`src/rtl/pmem_line_arbiter.sv`:
```
// pmem_line_arbiter: shares one physical-memory line port between the
// instruction cache and the data cache. One transaction is in flight at a
// time. The winner's request is latched at grant, and the adaptor response is
// routed back to that requester.
//
// Ports:
//   clk, rst        clock, asynchronous active-low reset
//   i_read          icache line read request (level, held until i_resp)
//   i_address       icache line address
//   i_rdata/i_resp  icache returned line / one-cycle done pulse
//   d_read/d_write  dcache line read / writeback request (both high = write)
//   d_address       dcache line address
//   d_wdata         dcache writeback line
//   d_rdata/d_resp  dcache returned line / one-cycle done pulse
//   m_read/m_write  registered line read / write to the cacheline adaptor
//   m_address       registered line address to the adaptor
//   m_wdata         registered line write data to the adaptor
//   m_rdata/m_resp  adaptor read line / one-cycle done pulse
//
// Build option: define ARB_ROUND_ROBIN_EN to choose the requester not granted
// last on a simultaneous request. When it is undefined, the dcache has fixed
// priority.
module pmem_line_arbiter #(
  parameter int unsigned ADDR_W = 32,
  parameter int unsigned LINE_W = 256
) (
  input  logic              clk,
  input  logic              rst,
  input  logic              i_read,
  input  logic [ADDR_W-1:0] i_address,
  output logic [LINE_W-1:0] i_rdata,
  output logic              i_resp,
  input  logic              d_read,
  input  logic              d_write,
  input  logic [ADDR_W-1:0] d_address,
  input  logic [LINE_W-1:0] d_wdata,
  output logic [LINE_W-1:0] d_rdata,
  output logic              d_resp,
  output logic              m_read,
  output logic              m_write,
  output logic [ADDR_W-1:0] m_address,
  output logic [LINE_W-1:0] m_wdata,
  input  logic [LINE_W-1:0] m_rdata,
  input  logic              m_resp
);

  typedef enum logic [1:0] {IDLE, BUSY_I, BUSY_D, RESP} state_e;

  localparam logic GRANT_I = 1'b0;
  localparam logic GRANT_D = 1'b1;

  state_e            state_q, state_d;
  logic              last_grant_q, last_grant_d;
  logic              m_read_q, m_read_d;
  logic              m_write_q, m_write_d;
  logic [ADDR_W-1:0] m_address_q, m_address_d;
  logic [LINE_W-1:0] m_wdata_q, m_wdata_d;
  logic [LINE_W-1:0] i_rdata_q, i_rdata_d;
  logic [LINE_W-1:0] d_rdata_q, d_rdata_d;
  logic              i_resp_q, i_resp_d;
  logic              d_resp_q, d_resp_d;
  logic              i_req_c, d_req_c, pick_d_c;

  // Request decode and winner selection.
  always_comb begin
    i_req_c = i_read;
    d_req_c = d_read | d_write;
`ifdef ARB_ROUND_ROBIN_EN
    pick_d_c = d_req_c & (~i_req_c | (last_grant_q == GRANT_I));
`else
    pick_d_c = d_req_c;
`endif
  end

  // Next-state and registered-output logic.
  always_comb begin
    state_d      = state_q;
    last_grant_d = last_grant_q;
    m_read_d     = m_read_q;
    m_write_d    = m_write_q;
    m_address_d  = m_address_q;
    m_wdata_d    = m_wdata_q;
    i_rdata_d    = i_rdata_q;
    d_rdata_d    = d_rdata_q;
    i_resp_d     = 1'b0;
    d_resp_d     = 1'b0;

    case (state_q)
      IDLE: begin
        if (pick_d_c) begin
          // Write wins when the dcache raises both read and write.
          m_address_d  = d_address;
          m_wdata_d    = d_wdata;
          m_write_d    = d_write;
          m_read_d     = ~d_write;
          last_grant_d = GRANT_D;
          state_d      = BUSY_D;
        end else if (i_req_c) begin
          m_address_d  = i_address;
          m_read_d     = 1'b1;
          m_write_d    = 1'b0;
          last_grant_d = GRANT_I;
          state_d      = BUSY_I;
        end
      end
      BUSY_I: begin
        if (m_resp) begin
          m_read_d  = 1'b0;
          m_write_d = 1'b0;
          i_rdata_d = m_rdata;
          i_resp_d  = 1'b1;
          state_d   = RESP;
        end
      end
      BUSY_D: begin
        if (m_resp) begin
          // A writeback leaves the returned-line register untouched.
          if (m_read_q) d_rdata_d = m_rdata;
          m_read_d  = 1'b0;
          m_write_d = 1'b0;
          d_resp_d  = 1'b1;
          state_d   = RESP;
        end
      end
      RESP: begin
        // Requests are not sampled here, so a requester that drops its
        // request on resp is never re-granted.
        state_d = IDLE;
      end
      default: state_d = IDLE;
    endcase
  end

  // State and output registers; reset drops any in-flight transaction.
  always_ff @(posedge clk or negedge rst) begin
    if (!rst) begin
      state_q      <= IDLE;
      last_grant_q <= GRANT_I;
      m_read_q     <= 1'b0;
      m_write_q    <= 1'b0;
      m_address_q  <= '0;
      m_wdata_q    <= '0;
      i_rdata_q    <= '0;
      d_rdata_q    <= '0;
      i_resp_q     <= 1'b0;
      d_resp_q     <= 1'b0;
    end else begin
      state_q      <= state_d;
      last_grant_q <= last_grant_d;
      m_read_q     <= m_read_d;
      m_write_q    <= m_write_d;
      m_address_q  <= m_address_d;
      m_wdata_q    <= m_wdata_d;
      i_rdata_q    <= i_rdata_d;
      d_rdata_q    <= d_rdata_d;
      i_resp_q     <= i_resp_d;
      d_resp_q     <= d_resp_d;
    end
  end

  assign m_read    = m_read_q;
  assign m_write   = m_write_q;
  assign m_address = m_address_q;
  assign m_wdata   = m_wdata_q;
  assign i_rdata   = i_rdata_q;
  assign d_rdata   = d_rdata_q;
  assign i_resp    = i_resp_q;
  assign d_resp    = d_resp_q;

endmodule

```
`config.mk`:
```
export PLATFORM = sky130hd
export DESIGN_NAME = pmem_line_arbiter
export DESIGN_NICKNAME = d
export VERILOG_FILES = /design/src/rtl/pmem_line_arbiter.sv
export SDC_FILE = /design/constraint.sdc
export NUM_CORES = 1
export LEC_CHECK = 0
export ABC_AREA = 1
export CORE_AREA = 8 8 540 542
export DETAILED_ROUTE_END_ITERATION = 6
export DIE_AREA = 0 0 548 550
export PLACE_DENSITY = 0.35
export RECOVER_POWER = 25
export SLEW_MARGIN = 20
export SYNTH_ARGS = -nofsm -noshare
export SYNTH_HDL_FRONTEND = slang
export SYNTH_SLANG_ARGS = --single-unit
```
`constraint.sdc`:
```
create_clock -name clk -period 3.3 [get_ports clk]
set_clock_uncertainty 0.1 [all_clocks]
set_input_delay 0.66 -clock clk [delete_from_list [all_inputs] [get_ports clk]]
set_output_delay 0.66 -clock clk [all_outputs]
set_load 0.005 [all_outputs]
```
# Yosys cells after proc, flatten, opt, wreduce, memory -nomap -nowiden

Index checks and enable logic that the tools add are counted.

Reduce and logical (&&, ||, !) cells: 10
Equal/unequal tests: 5
Muxes and demuxes: 16
Bitwise operators: 2

Operator list:

| cell               | count |
|---|---|
| $mux 32            | 2 |
| $mux 1             | 8 |
| $reduce_and 2->1   | 4 |
| $mux 2             | 3 |
| $pmux 2 s3         | 1 |
| $reduce_and 3->1   | 2 |
| $eq 2x2->1 const B | 2 |
| $pmux 1 s2         | 2 |
| $reduce_bool 2->1  | 2 |
| $ne 3x3->1 const B | 1 |
| $eq 2x1->1 const B | 1 |
| $logic_not 2->1    | 1 |
| $ne 2x1->1 const B | 1 |
| $reduce_or 2->1    | 1 |
| $not 1->1          | 1 |
| $or 1x1->1         | 1 |

Output and inout bits: 804
Input port bits: 582
Flip-flop bits (word level): 806
Word-level logic and storage cells: 42

# Logic depth before layout (Yosys ltp)

Gate-level depths: netlist of run 1.

Word-level depth: 4
Depth in mapped cells: 9
Mapped depth without buffers: 7

# Least setup slack after synthesis of run 1

OpenSTA, ideal clock, no wires.

Path type: in2reg
Start point: in d_write
End point: reg m_wdata_q[245] (netlist: m_wdata[245])
Setup slack: 1.628 ns
Required time: 3.083 ns
Arrival time: 1.455 ns
Stages: 7
Path through: nor2_4 inv_2 buf_4 buf_4 buf_2 nand3_1 nand2_1

Word-level cells in the longest chain between the ends: 2

Ends and longest elaborated chain:

| element                           | RTL line | RTL |
|---|---|---|
| start: declaration                | 34       | `input logic d_write,` |
| $or 1x1->1                        | 67       | `d_req_c = d_read \| d_write;` |
| $reduce_and 2->1 (no source line) | n/a      |  |
| end signal: assignment            | 153      | `m_wdata_q <= m_wdata_d;` |
| end: declaration                  | 57       | `logic [LINE_W-1:0] m_wdata_q, m_wdata_d;` |

Every way passes these cells.
A chain may end at the register's enable or synchronous reset.

# Worst setup path after layout of run 1

Start point: reg m_wdata_q[235] (netlist: m_wdata[235])
End point: out m_wdata[235]

RTL lines:

| element          | RTL line | RTL |
|---|---|---|
| end: declaration | 42       | `output logic [LINE_W-1:0] m_wdata,` |

No word-level cell between the ends.

==> results of run 1 <==
## final timing paths
path	to	slack, ns	cells past startpoint
hold / removal	m_wdata[4]$_DFFE_PN0P_	0.32	3
setup reg to reg	m_wdata[205]$_DFFE_PN0P_	1.00	5
setup / recovery	m_wdata[235]	0.47	1
hold reg to reg	m_wdata[124]$_DFFE_PN0P_	0.37	2
min in group asynchronous	m_wdata[252]$_DFFE_PN0P_	0.76	2
max in group asynchronous	i_rdata[241]$_DFFE_PN0P_	0.51	4
## cell usage after synthesis
cell,n
sky130_fd_sc_hd__o21ai_0,514
sky130_fd_sc_hd__nand2_1,1231
sky130_fd_sc_hd__buf_4,5
sky130_fd_sc_hd__nand3_1,259
sky130_fd_sc_hd__inv_1,267
sky130_fd_sc_hd__buf_1,16
sky130_fd_sc_hd__a21oi_2,1
sky130_fd_sc_hd__a21oi_1,1
sky130_fd_sc_hd__clkbuf_1,104
sky130_fd_sc_hd__inv_2,1
sky130_fd_sc_hd__dfrtp_1,806
sky130_fd_sc_hd__nor2_4,1
sky130_fd_sc_hd__ha_1,5
sky130_fd_sc_hd__buf_2,85
sky130_fd_sc_hd__nand4_1,2
sky130_fd_sc_hd__nor2_1,3
## logic make-up after synthesis
logic type                 Yosys count  synth area share, %
and+or+nand+nor                   1496                 19.4
DFF                                806                 65.7
AOI/OAI and AO/OA                  516                 8.43
buffers and inverters              478                 6.25
adders and majority gates            5                0.204
## final cells by class
class	instances	share of cell area, %
antenna	34	0.159
sequential	806	37.8
clock inverter	31	0.849
inverter	268	1.90
timing repair buffer	1483	28.0
tap	3762	8.82
clock buffer	170	6.24
multi-input combinational	2017	16.2
## routing by layer
| layer | track usage [%] | part of all wire (%) |
|---|---|---|
| met1 | 15.8 | 39 |
| met2 | 22.0 | 45 |
| met3 | 8.10 | 13 |
| met4 | 3.26 | 2.7 |
| met5 | 0 | 0.39 |
## registers in the layout, summed over array words and instances (netlist names)
name / count
d_rdata: 256
i_rdata: 256
m_address: 32
m_wdata: 256
m_read: 1
state_q: 2
m_write: 1
d_resp: 1
i_resp: 1
## metrics by stage
step	hold slack, ns	util, %	instances	worst slack (ns)
after floorplan	0.264	-	3301	1.63
after global placement	0.354	17.5	8335	0.607
after detailed placement	0.358	17.5	8335	0.596
after CTS	0.189	18.8	8537	0.245
after global routing	0.252	18.8	8549	0.187
final	0.316	18.8	8571	0.474
## report_power, final
group	total (uW)	leakage (uW)	switching [uW]	internal [uW]
clock	12600	0.00186	4940	7630
combinational	21900	0.0121	11100	10700
sequential	17300	0.0101	2810	14500
total	51700	0.0241	18900	32800
## worst reg2reg max path: cells and delay by family (launching register included)
kind,cells,cell delay [ns]
buf+inv,2,0.53
simple gates,2,0.68
fa+ha+maj,1,0.49
flops,1,0.40
==> flow_summary.rst, run 1 <==
.. list-table::
   :header-rows: 1

   * - Metric
     - Value
   * - Root buffer selected by CTS
     - sky130_fd_sc_hd__clkbuf_16
   * - Cell at the slowest stage of the critical path
     - sky130_fd_sc_hd__clkdlybuf4s50_1
   * - Tightest Pin Transition
     - 1.74 ns
   * - Synthesis Warnings
     - 0
   * - Total clock buffers created by CTS
     - 112
   * - Number of input and output port buffers inserted
     - around 1400
   * - Critical path peak fanout
     - 2
   * - Number of setup buffers added after CTS
     - 0
   * - Class of the worst hold path
     - in -> reg
   * - Vias in the first global route
     - approximately 30000
   * - Area growth from synthesis to final layout
     - 73.9%
   * - Family of cells with the greatest summed delay on the critical path
     - buffers and inverters
   * - Proportion of netlist area held by the largest area contributor
     - 65.7%
   * - Achievable clock frequency
     - 0.354 GHz
   * - Clock transition at path regs
     - about 0.050 ns
   * - Critical path arrival
     - 2.07 ns
   * - Cells along the critical path
     - clkdlybuf4s50_1
   * - Die span in y
     - 550 um
   * - Vias per Instance
     - around 3.4
   * - Buffers plus inverters on the worst setup path
     - 1
   * - Total of flip-flops plus latches after synthesis
     - 806
   * - Clock net sink count
     - 806
   * - Violations in the final reports
     - max-capacitance violations, max-slew violations
   * - Number of antenna violations at the first check in global routing
     - 157
   * - Fin crit period
     - approximately 2.8 ns
   * - Filler cell count in the final layout
     - 31500
   * - Total DRC errors in the routed layout
     - 0
   * - Final Hold Vio Count
     - 0
   * - Capturing element type of the critical path
     - primary output
   * - Initial core utilization
     - 10.8%
   * - Pwr dens
     - 969 nW/um2
   * - WS Path Type
     - reg -> out
   * - Area after detailed placement
     - 49600 um2
   * - Final Setup Violations
     - 0
   * - Post-detail-place hpwl
     - 181 mm
   * - Post-synthesis average cell area
     - 9.30 um2
   * - Source of the critical timing path
     - m_wdata[235]$_DFFE_PN0P_
   * - Largest net degree at the start of global routing
     - between 100 and 150
   * - Footprint of the flip-flops and latches
     - 20200 um2
   * - DIE AREA
     - between 300000 and 400000 um2
   * - Number of detailed-routing iterations run before antenna repair
     - 5
   * - Setup_tns
     - 0 ns
   * - Initial DRC count
     - 1792
   * - Post-synthesis instance area
     - 30700 um2
   * - Aggregate global-route resource usage
     - 13.8%
   * - Weighted congestion at the end of routability-driven global placement
     - 0.880
   * - IR Drop Worst-Case VDD
     - around 0.43 mV
   * - Startpoint type of the worst setup path
     - flop
   * - Number of placement rows
     - between 150 and 200
   * - Worst min-delay path startpoint
     - d_wdata[4]
   * - Floorplan core area
     - 283000 um2
   * - Sequential-to-total area share from yosys stat
     - 65.7%
   * - Final clock period utilization by the worst path
     - ~86%
   * - Area of combinational cells with multiple inputs
     - between 8000 and 9000 um2
   * - Setup repair after global routing missed its margin
     - false
   * - Hold buffer count at cts
     - 1
   * - Number of top-level design ports
     - ~1400
   * - Final-report max-slew violation count
     - 25
   * - Required time worst endpoint
     - around 2.5 ns
   * - Synth unique cells
     - 16
   * - Top cells by area in the synthesized netlist
     - sky130_fd_sc_hd__dfrtp_1, sky130_fd_sc_hd__nand2_1, sky130_fd_sc_hd__o21ai_0
   * - Overall power
     - 51700 uW
   * - Routed wire length per instance
     - 25.3 um
   * - DR vias
     - 28900
   * - Number of cells produced by synthesis
     - 3301
   * - Final global-route overflow total
     - 0
   * - Syn_nets
     - 3888
   * - Commonest non-fill, non-tap cells in the layout
     - sky130_fd_sc_hd__clkdlybuf4s50_1, sky130_fd_sc_hd__nand2_1, sky130_fd_sc_hd__dfrtp_1
   * - Slowest stage delay, CP
     - 0.88 ns
   * - Relative slew slack
     - -16.3%
   * - Horizontal die dimension
     - 548 um
   * - Biggest area consumer among synthesized cells
     - sky130_fd_sc_hd__dfrtp_1
   * - Worst skew pair latency
     - 0.82 ns
   * - First-pass GRT wire length
     - 285 mm
   * - Number of instances resized during post-cts repair
     - 0
   * - Number of nets with antenna violations after routing
     - 0
   * - CTS H-Tree Depth
     - 3
   * - Clock tree from TritonCTS
     - done
   * - Max-cap violations
     - 1
   * - Maximum buffer depth of the clock tree
     - 4
   * - FF-to-FF Start
     - state_q[0]$_DFFE_PN0P_
   * - Fraction of layout instances using a drive strength above 1
     - ~5.5%
   * - Static leakage power
     - 0.0241 uW
   * - Leading cell type in the layout, fill and taps excluded
     - sky130_fd_sc_hd__clkdlybuf4s50_1
   * - Final net count
     - around 5300
   * - Status
     - finished with violations
   * - Total wire length after detailed routing
     - 217 mm
   * - Post-route cell area
     - between 50000 and 60000 um2
Power figures use the tool's default switching activity.
==> run 2, diff against run 1 <==
==> constraint.sdc (replaced) <==
create_clock -name clk -period 3.3 [get_ports clk]
set_clock_uncertainty 0.1 [all_clocks]
set_input_delay 0.66 -clock clk [delete_from_list [all_inputs] [get_ports clk]]
set_output_delay 0.66 -clock clk [all_outputs]
set_load 0.1 [all_outputs]
==> flow_summary.rst, run 2 (synthesis results as in run 1) <==
.. list-table::
   :header-rows: 1

   * - Metric
     - Value
   * - Clock net sink count
     - 806 (unchanged)
   * - Number of input and output port buffers inserted
     - 1385 (unchanged)
   * - Max-cap violations
     - 1 (unchanged)
   * - Number of nets with antenna violations after routing
     - 0 (unchanged)
   * - Number of setup buffers added after CTS
     - 0 (unchanged)
   * - Final net count
     - 5273 (-0.038%)
   * - Startpoint type of the worst setup path
     - input pin
   * - Setup repair after global routing missed its margin
     - false
   * - Number of top-level design ports
     - 1386 (unchanged)
   * - Weighted congestion at the end of routability-driven global placement
     - 0.860 (-2.3%)
   * - Largest net degree at the start of global routing
     - 133 (+7.3%)
   * - Total clock buffers created by CTS
     - 111 (-0.89%)
   * - Final global-route overflow total
     - 0 (unchanged)
   * - Commonest non-fill, non-tap cells in the layout
     - sky130_fd_sc_hd__nand2_1, sky130_fd_sc_hd__buf_4, sky130_fd_sc_hd__dfrtp_1
   * - Tightest Pin Transition
     - 2.36 ns (+0.611 ns)
   * - Vias per Instance
     - 3.38 (+0.38%)
   * - Hold buffer count at cts
     - 1 (unchanged)
   * - First-pass GRT wire length
     - 283 mm (-0.71%)
   * - Filler cell count in the final layout
     - 31800 (+0.99%)
   * - Area growth from synthesis to final layout
     - 67.1%
   * - CTS H-Tree Depth
     - 3 (unchanged)
   * - Final-report max-slew violation count
     - 34 (+36%)
   * - WS Path Type
     - in -> async
   * - DIE AREA
     - 301000 um2 (unchanged)
   * - Vias in the first global route
     - 29700 (+0.48%)
   * - Class of the worst hold path
     - in -> reg
   * - Setup_tns
     - 0 ns (unchanged)
   * - Worst skew pair latency
     - 0.81 ns (about the same)
   * - Leading cell type in the layout, fill and taps excluded
     - sky130_fd_sc_hd__nand2_1
   * - Fin crit period
     - 2.74 ns (-0.0834 ns)
   * - Initial core utilization
     - 10.8% (unchanged)
   * - Number of detailed-routing iterations run before antenna repair
     - 5 (unchanged)
   * - Clock transition at path regs
     - 0.06 ns (about the same)
   * - Aggregate global-route resource usage
     - 13.7% (-0.10 points)
   * - Fraction of layout instances using a drive strength above 1
     - 22.3% (+17 points)
   * - Total wire length after detailed routing
     - 216 mm (-0.33%)
   * - Number of placement rows
     - 196 (unchanged)
   * - Relative slew slack
     - -57.0% (-41 points)
   * - Floorplan core area
     - 283000 um2 (unchanged)
   * - Maximum buffer depth of the clock tree
     - 4 (unchanged)
   * - Root buffer selected by CTS
     - sky130_fd_sc_hd__clkbuf_16
   * - Number of antenna violations at the first check in global routing
     - 164 (+4.5%)
   * - Final Hold Vio Count
     - 0 (unchanged)
   * - DR vias
     - 29000 (+0.33%)
   * - Post-detail-place hpwl
     - 180 mm (-0.45%)
   * - Number of instances resized during post-cts repair
     - 0 (unchanged)
   * - Status
     - finished with violations
   * - Required time worst endpoint
     - 4.22 ns (+1.68 ns)
   * - Clock tree from TritonCTS
     - done
   * - Die span in y
     - 550 um (unchanged)
   * - Violations in the final reports
     - max-capacitance violations, max-slew violations
   * - Critical path arrival
     - 3.67 ns (+1.60 ns)
   * - Final clock period utilization by the worst path
     - 83.1% (-2.5 points)
   * - Critical path peak fanout
     - 78 (+76)
   * - Achievable clock frequency
     - 0.365 GHz (+3.0%)
   * - Routed wire length per instance
     - 25.2 um (-0.29%)
   * - Initial DRC count
     - 1995 (+11%)
   * - Total DRC errors in the routed layout
     - 0 (unchanged)
   * - Capturing element type of the critical path
     - async pin
   * - Horizontal die dimension
     - 548 um (unchanged)
   * - Final Setup Violations
     - 0 (unchanged)
==> run 2: cell count changes in the layout (fill, tap and decap cells not counted), moves of 2 or more <==
cell | before | now
sky130_fd_sc_hd__clkdlybuf4s50_1 | 1384 | 580
sky130_fd_sc_hd__clkbuf_1 | 43 | 40
sky130_fd_sc_hd__clkbuf_8 | 31 | 23
sky130_fd_sc_hd__inv_6 | 2 | 4
sky130_fd_sc_hd__buf_4 | 43 | 846
sky130_fd_sc_hd__bufinv_16 | 9 | 11
sky130_fd_sc_hd__clkbuf_2 | 4 | 7
==> run 2: final cells by class <==
| type | instances | area (um2) | area share [%] |
|---|---|---|---|
| Antenna cell | 35 | 87.6 | 0.171 |
| Inverter | 268 | 1010 | 1.98 |
| Tap cell | 3762 | 4710 | 9.18 |
| Timing Repair Buffer | 1482 | 12900 | 25.2 |
| Multi-Input combinational cell | 2017 | 8650 | 16.9 |
| Clock inverter | 37 | 548 | 1.07 |
| Clock buffer | 160 | 3190 | 6.22 |
| Sequential cell | 806 | 20200 | 39.3 |
==> run 2: final timing paths <==
path | slack (ns) | from | cells past startpoint | to
setup / recovery | 0.56 | rst | 4 | i_rdata[227]$_DFFE_PN0P_
setup reg to reg | 1.10 | state_q[0]$_DFFE_PN0P_ | 5 | m_wdata[205]$_DFFE_PN0P_
hold reg to reg | 0.37 | m_wdata[225]$_DFFE_PN0P_ | 2 | m_wdata[225]$_DFFE_PN0P_
max in group clk | 0.71 | m_wdata[235]$_DFFE_PN0P_ | 1 | m_wdata[235]
min in group asynchronous | 0.96 | rst | 2 | i_rdata[78]$_DFFE_PN0P_
hold / removal | 0.32 | d_wdata[60] | 3 | m_wdata[60]$_DFFE_PN0P_
==> run 2: routing by layer <==
metal / vias up / global-route usage, % / part of all wire [%]
met5: - / 0 / 0.37
li1: 13200 / - / -
met1: 13800 / 15.7 / 39
met3: 401 / 8.11 / 14
met2: 1384 / 21.9 / 45
met4: 126 / 2.93 / 2.5
==> run 2: critical path, cell delays in order <==
cell                            delay (ns)
sky130_fd_sc_hd__dlygate4sd3_1        0.52
sky130_fd_sc_hd__clkbuf_2             1.61
sky130_fd_sc_hd__buf_12               0.44
sky130_fd_sc_hd__buf_4                0.25
==> run 2: per-stage QoR <==
| stage | worst slack, ns | hold WS (ns) | utilization, % | std cells | instance area [um2] |
|---|---|---|---|---|---|
| floorplan | 1.24 | 0.264 | - | 3301 | 30700 |
| global placement | 0.593 | 0.357 | 16.8 | 8334 | 47500 |
| detailed placement | 0.532 | 0.359 | 16.8 | 8334 | 47500 |
| CTS | 0.562 | 0.206 | 18.1 | 8532 | 51300 |
| global route | 0.323 | 0.261 | 18.1 | 8541 | 51200 |
| finish | 0.558 | 0.318 | 18.1 | 8567 | 51300 |
Power of run 2 is not shown: default switching activity piles up to over one toggle a cycle in this logic, so the estimate is an artifact.
